==> src/rtl/keypad_scanner_pkg.sv <==
// Shared types and constants for the 4x4 keypad scanner.
// Key map is indexed {row, col}; COL_RESET is the first column driven.
package keypad_pkg;

  typedef enum logic [1:0] {
    SCAN,
    DEBOUNCE,
    HELD,
    RELEASE
  } kp_state_t;

  // Element [idx] is the hex value of key {r, c}
  localparam logic [15:0][3:0] KEY_MAP = {
    4'hD, 4'hF, 4'h0, 4'hE,
    4'hC, 4'h9, 4'h8, 4'h7,
    4'hB, 4'h6, 4'h5, 4'h4,
    4'hA, 4'h3, 4'h2, 4'h1
  };

  localparam logic [3:0] COL_RESET = 4'b1110;

  function automatic logic [1:0] low_idx(
    input logic [3:0] v
  );
    logic [1:0] idx;
    if (!v[0])      idx = 2'd0;
    else if (!v[1]) idx = 2'd1;
    else if (!v[2]) idx = 2'd2;
    else            idx = 2'd3;
    return idx;
  endfunction

  function automatic logic [3:0] col_rot(
    input logic [3:0] v
  );
    return {v[2:0], v[3]};
  endfunction

endpackage

==> src/rtl/keypad_scanner_sync_2ff.sv <==
// Two-flop synchronizer for slow asynchronous inputs.
// Resets to all ones, matching an idle pulled-up bus.
module sync_2ff #(
  parameter int W = 1
) (
  input  logic         clk,
  input  logic         reset,
  input  logic [W-1:0] d_i,
  output logic [W-1:0] q_o
);

  logic [W-1:0] meta_q;
  logic [W-1:0] sync_q;

  always_ff @(posedge clk) begin
    if (reset) begin
      meta_q <= '1;
      sync_q <= '1;
    end else begin
      meta_q <= d_i;
      sync_q <= meta_q;
    end
  end

  assign q_o = sync_q;

endmodule

==> src/rtl/keypad_scanner.sv <==
// 4x4 keypad scanner with debounce and two-digit key history.
// Define KEYPAD_SCANNER_REPEAT_EN for auto-repeat while a key is held.
module keypad_scanner
  import keypad_pkg::*;
#(
  parameter logic [15:0] SCAN_DIV        = 16'd50000,
  parameter logic [19:0] DEBOUNCE_CYCLES = 20'd200000,
  parameter logic [23:0] REPEAT_CYCLES   = 24'd6000000
) (
  input  logic       clk,
  input  logic       reset,
  input  logic [3:0] row,
  output logic [3:0] col,
  output logic [3:0] key_code,
  output logic       key_valid,
  output logic [3:0] left,
  output logic [3:0] right
);

  localparam logic [15:0] SETTLE    = SCAN_DIV >> 1;
  localparam logic [15:0] SCAN_LAST = SCAN_DIV - 16'd1;
  localparam logic [19:0] DEB_LAST  = DEBOUNCE_CYCLES - 20'd1;

  if (SCAN_DIV < 16'd4) begin : g_bad_div
    $error("SCAN_DIV must be at least 4");
  end
  if (REPEAT_CYCLES == 24'd0) begin : g_bad_rep
    $error("REPEAT_CYCLES must be non-zero");
  end

  logic [3:0]  rs;
  kp_state_t   state_q;
  logic [15:0] scnt_q;
  logic [19:0] dcnt_q;
  logic [1:0]  r_q;
  logic [1:0]  c_q;
  logic [3:0]  col_q;
  logic [3:0]  code_q;
  logic        valid_q;
  logic [3:0]  left_q;
  logic [3:0]  right_q;

`ifdef KEYPAD_SCANNER_REPEAT_EN
  localparam logic [23:0] REP_LAST = REPEAT_CYCLES - 24'd1;
  logic [23:0] rcnt_q;
`endif

  sync_2ff #(
    .W (4)
  ) u_row_sync (
    .clk   (clk),
    .reset (reset),
    .d_i   (row),
    .q_o   (rs)
  );

  logic [3:0] map_key;
  logic       row_hi;

  assign map_key = KEY_MAP[{r_q, c_q}];
  assign row_hi  = rs[r_q];

  always_ff @(posedge clk) begin
    if (reset) begin
      state_q <= SCAN;
      scnt_q  <= '0;
      dcnt_q  <= '0;
      r_q     <= '0;
      c_q     <= '0;
      col_q   <= COL_RESET;
      code_q  <= '0;
      valid_q <= 1'b0;
      left_q  <= '0;
      right_q <= '0;
`ifdef KEYPAD_SCANNER_REPEAT_EN
      rcnt_q  <= '0;
`endif
    end else begin
      valid_q <= 1'b0;
      unique case (state_q)
        SCAN: begin
          // Rows only trusted once the new column has settled
          if (scnt_q >= SETTLE && rs != 4'hF) begin
            r_q     <= low_idx(rs);
            c_q     <= low_idx(col_q);
            dcnt_q  <= '0;
            state_q <= DEBOUNCE;
          end else if (scnt_q == SCAN_LAST) begin
            col_q  <= col_rot(col_q);
            scnt_q <= '0;
          end else begin
            scnt_q <= scnt_q + 16'd1;
          end
        end
        DEBOUNCE: begin
          if (row_hi) begin
            scnt_q  <= '0;
            state_q <= SCAN;
          end else if (dcnt_q == DEB_LAST) begin
            code_q  <= map_key;
            left_q  <= right_q;
            right_q <= map_key;
            valid_q <= 1'b1;
            state_q <= HELD;
`ifdef KEYPAD_SCANNER_REPEAT_EN
            rcnt_q  <= '0;
`endif
          end else begin
            dcnt_q <= dcnt_q + 20'd1;
          end
        end
        HELD: begin
          if (row_hi) begin
            dcnt_q  <= '0;
            state_q <= RELEASE;
          end
`ifdef KEYPAD_SCANNER_REPEAT_EN
          else if (rcnt_q == REP_LAST) begin
            left_q  <= right_q;
            right_q <= code_q;
            valid_q <= 1'b1;
            rcnt_q  <= '0;
          end else begin
            rcnt_q <= rcnt_q + 24'd1;
          end
`endif
        end
        RELEASE: begin
          if (!row_hi) begin
            state_q <= HELD;
`ifdef KEYPAD_SCANNER_REPEAT_EN
            rcnt_q  <= '0;
`endif
          end else if (dcnt_q == DEB_LAST) begin
            col_q   <= col_rot(col_q);
            scnt_q  <= '0;
            state_q <= SCAN;
          end else begin
            dcnt_q <= dcnt_q + 20'd1;
          end
        end
        default: state_q <= SCAN;
      endcase
    end
  end

  assign col       = col_q;
  assign key_code  = code_q;
  assign key_valid = valid_q;
  assign left      = left_q;
  assign right     = right_q;

endmodule
==> config.mk <==
export PLATFORM = sky130hd
export DESIGN_NAME = keypad_scanner
export DESIGN_NICKNAME = d
export VERILOG_FILES = /design/src/rtl/keypad_scanner_pkg.sv /design/src/rtl/keypad_scanner_sync_2ff.sv /design/src/rtl/keypad_scanner.sv
export SDC_FILE = /design/constraint.sdc
export NUM_CORES = 1
export LEC_CHECK = 0
export CORE_MARGIN = 5
export CORE_UTILIZATION = 53
export DETAILED_ROUTE_END_ITERATION = 10
export PLACE_DENSITY = 0.76
export SLEW_MARGIN = 20
export SYNTH_ARGS = -nofsm -noshare
export SYNTH_HDL_FRONTEND = slang
export SYNTH_SLANG_ARGS = --single-unit
==> constraint.sdc <==
create_clock -name clk -period 2.4 [get_ports clk]
set_clock_uncertainty 0.05 [all_clocks]
set_input_delay 0.36 -clock clk [delete_from_list [all_inputs] [get_ports clk]]
set_output_delay 0.36 -clock clk [all_outputs]
set_load 0.005 [all_outputs]
==> results.toml <==
[status]
status = "finished clean"

[floorplanning]
die-area_mm2 = 0.00792
fp.dieH_um = 89.0
core.rowCount = 28
initial_utilization = 0.552
pin_count = 23
core-area_mm2 = 0.00599
die_w_um = 89.0

[routing]
drtAntennaViolNets = 0
vias_per_cell = 5.85
detail_route.iter0.violations = 183
drt-total-wl_um = 7880
drcViolationCount = 0
first_pass_iters = 5
post_drt_wl_per_cell_um = 14.9
vias = 3085

[clock_network]
clockBufferDepth = 2
clk_pin_slew_ns = 0.07
numCtsBuffers = 9
cts_sinks = 63
cts_max_level = 3
clk_latency_ns = 0.34
root_buffer = "clkbuf_8"
cts_tree = "built"

[timing]
hold_viol = 0
fin_crit_sh = 0.961
tightest_slew_ns = 0.537
rsz0062_at_grt = "yes"
setup_viol = 0
maxSlewViolCount = 0
fin_crit_ns = 2.31
slew_headroom = 0.632
fin_setup_tns_ns = 0
max_freq_ghz = 0.434

[logic_synthesis]
ys.flop_type = "dfxtp_1"
synthTopCellsByArea = "dfxtp_1 38%, nor2_1 5.2%, nand2_1 5.0%"
synth.distinct_cells = 63
synth-seq-area-share = 0.381
syn_area_mm2 = 0.00331
synth_top_area_share = 0.381
async_flop_share = 0
syn-num-nets = 419
syn_inst = 405
synth_area_per_cell_um2 = 8.17
yosysTopAreaCell = "dfxtp_1"
synth_edf_count = 0
ys_warn_count = 0
ys_seq_elements = 63

[critical_path]
crit_family = "simple AND/OR/NAND/NOR gates"
r2r_cells = 7
reg2reg_to = "col[2]"
path_class = "flip-flop to flip-flop"
max_stage_delay_ns = 0.53
arrival_ns = 2.48
crit_required_ns = 2.57
r2r_slack_ns = 0.09
path_buf_inv = 1
crit_chain = "or4b_1 > or3_4 > nor4_4 > buf_4 > nand2_1 > a21o_1 > mux2i_1"
worstSetupStartpointType = "flip-flop"
reg2reg_from = "dcnt_q[9]"
cp-end-kind = "flip-flop"
crit_slowest_cell = "or4b_1"
crit_fanout = 4

[pwr]
leakage_nw = 1.48
p_per_area_mw_per_mm2 = 577
peakVddDrop_uv = 567
power_mw = 2.28

[hold_path]
whs_path_depth = 1
hp-class = "flip-flop to flip-flop"
hold_path_end = "u_row_sync.q_o[3]"
min_from = "u_row_sync.meta_q[3]"

[placed_design]
dp_cells = 508
io_buffers = 22
dp_hpwl_um = 5550
gp_congestion = 0.896

[grt]
grt-ovfl-total = 0
grt_usage = 0.212
grt_pass1_wl_um = 13200
grt_antenna_before_repair = 0
grt_pass1_vias = 2779
grt_max_degree = 41

[final_layout]
n_fill_cell = 483
finalNonFillerCells = 527
area_growth_pct = 19.6
fin_util = 0.661
n_antenna_cell = 0
seq_area_mm2 = 0.00126
drive_above_1_share = 0.166
nets = 461
multiInputGateArea_mm2 = 0.00183

[flow_run]
maxCapViolCount = 0
## cell families (layout without fill, tap and decap cells)
group	after synthesis	count (layout)	synth area share
DFF	63	63	0.381
buffers and inverters	35	82	0.0677
muxes	8	8	0.0280
and+or+nand+nor	183	183	0.283
AOI/OAI and AO/OA	101	101	0.191
adders and majority gates	8	8	0.0303
xor gates and xnor gates	7	7	0.0185
## synth_stat cells, drive strengths merged (2+ instances only)
| library cell | count |
|---|---|
| nor3 | 10 |
| a211oi | 6 |
| and3 | 6 |
| xnor2 | 6 |
| or2 | 10 |
| or3 | 4 |
| o31ai | 4 |
| nor4 | 9 |
| buf | 14 |
| dfxtp | 63 |
| nor2 | 46 |
| a2111oi | 2 |
| or4 | 3 |
| a31oi | 8 |
| a21o | 2 |
| o21ai | 29 |
| a21oi | 32 |
| and2 | 7 |
| clkbuf | 10 |
| a22oi | 2 |
| nand3b | 3 |
| ha | 8 |
| nand2 | 44 |
| nand3 | 20 |
| mux2i | 7 |
| nand4 | 11 |
| inv | 9 |
| and4b | 2 |
| o211ai | 4 |
## registers in the layout, summed over array words and instances, names as in the netlist, named ones only
register	count
state_q	1
left	4
u_row_sync.meta_q	4
c_q	2
u_row_sync.q_o	4
dcnt_q	20
col	4
key_valid	1
scnt_q	16
r_q	2
right	4
## how the worst max path moves through the flow
| stage | startpoint | end | slack (ns) | cells after the start |
|---|---|---|---|---|
| finish | dcnt_q[9] | col[2] | 0.09 | 7 |
| global route | dcnt_q[1] | scnt_q[9] | -0.04 | 8 |
| global placement | dcnt_q[9] | scnt_q[2] | 0.12 | 7 |
| floorplan | dcnt_q[0] | scnt_q[4] | 0.11 | 7 |
| CTS | dcnt_q[1] | right[3] | 0.01 | 7 |
| detailed placement | dcnt_q[1] | right[2] | 0.04 | 7 |
## layout by cell type (no fill, tap or decap), types with 4 or more instances in the layout
cell type / instances
clkdlybuf4s50_1: 22
nand3_1: 20
a21oi_1: 30
and2_1: 5
xnor2_1: 6
mux2i_1: 7
and3_1: 6
dfxtp_1: 63
nand2_1: 44
or2_2: 10
nand4_1: 11
inv_1: 9
nor2_1: 45
clkbuf_8: 11
ha_1: 8
a211oi_1: 4
nor4_1: 8
o21ai_0: 27
a31oi_1: 8
buf_4: 34
nor3_1: 10
o211ai_1: 4
## layer usage
| layer | GRT usage | part of all wire | up-vias |
|---|---|---|---|
| li1 | - | - | 1539 |
| met1 | 0.270 | 0.44 | 1443 |
| met2 | 0.347 | 0.49 | 93 |
| met3 | 0.0645 | 0.059 | 10 |
| met4 | 0.0609 | 0.013 | 0 |
| met5 | 0 | 0 | - |
## final cells by class
cell class	instances	share of cell area
well taps	75	0.0237
multi-input cells	307	0.463
clock buffers	11	0.0383
clock inverters	5	0.0262
flip-flops and latches	63	0.319
inverters	10	0.00948
repair buffers	56	0.120
## power by group
part           internal (mW)  switching [mW]
clock network          0.747           0.408
registers               1.06         0.00837
logic                 0.0274          0.0385
total                   1.83           0.455
## per-stage QoR
stage	instance area [µm²]	hold slack (ns)	setup slack (ns)
floorplan	3310	0.339	0.111
global placement	3670	0.347	0.122
detailed placement	3670	0.345	0.0418
CTS	3920	0.358	0.0139
global route	3960	0.377	-0.0374
finish	3960	0.359	0.0944
## timing repair
action | CTS | global route
resized for setup | 0 | 7
endpoints found under the hold margin | 0 | 0
endpoints found under the setup margin | 0 | 31
hold buffers | 0 | 0
buffers inserted | 0 | 3
(Power assumes the default switching activity.)
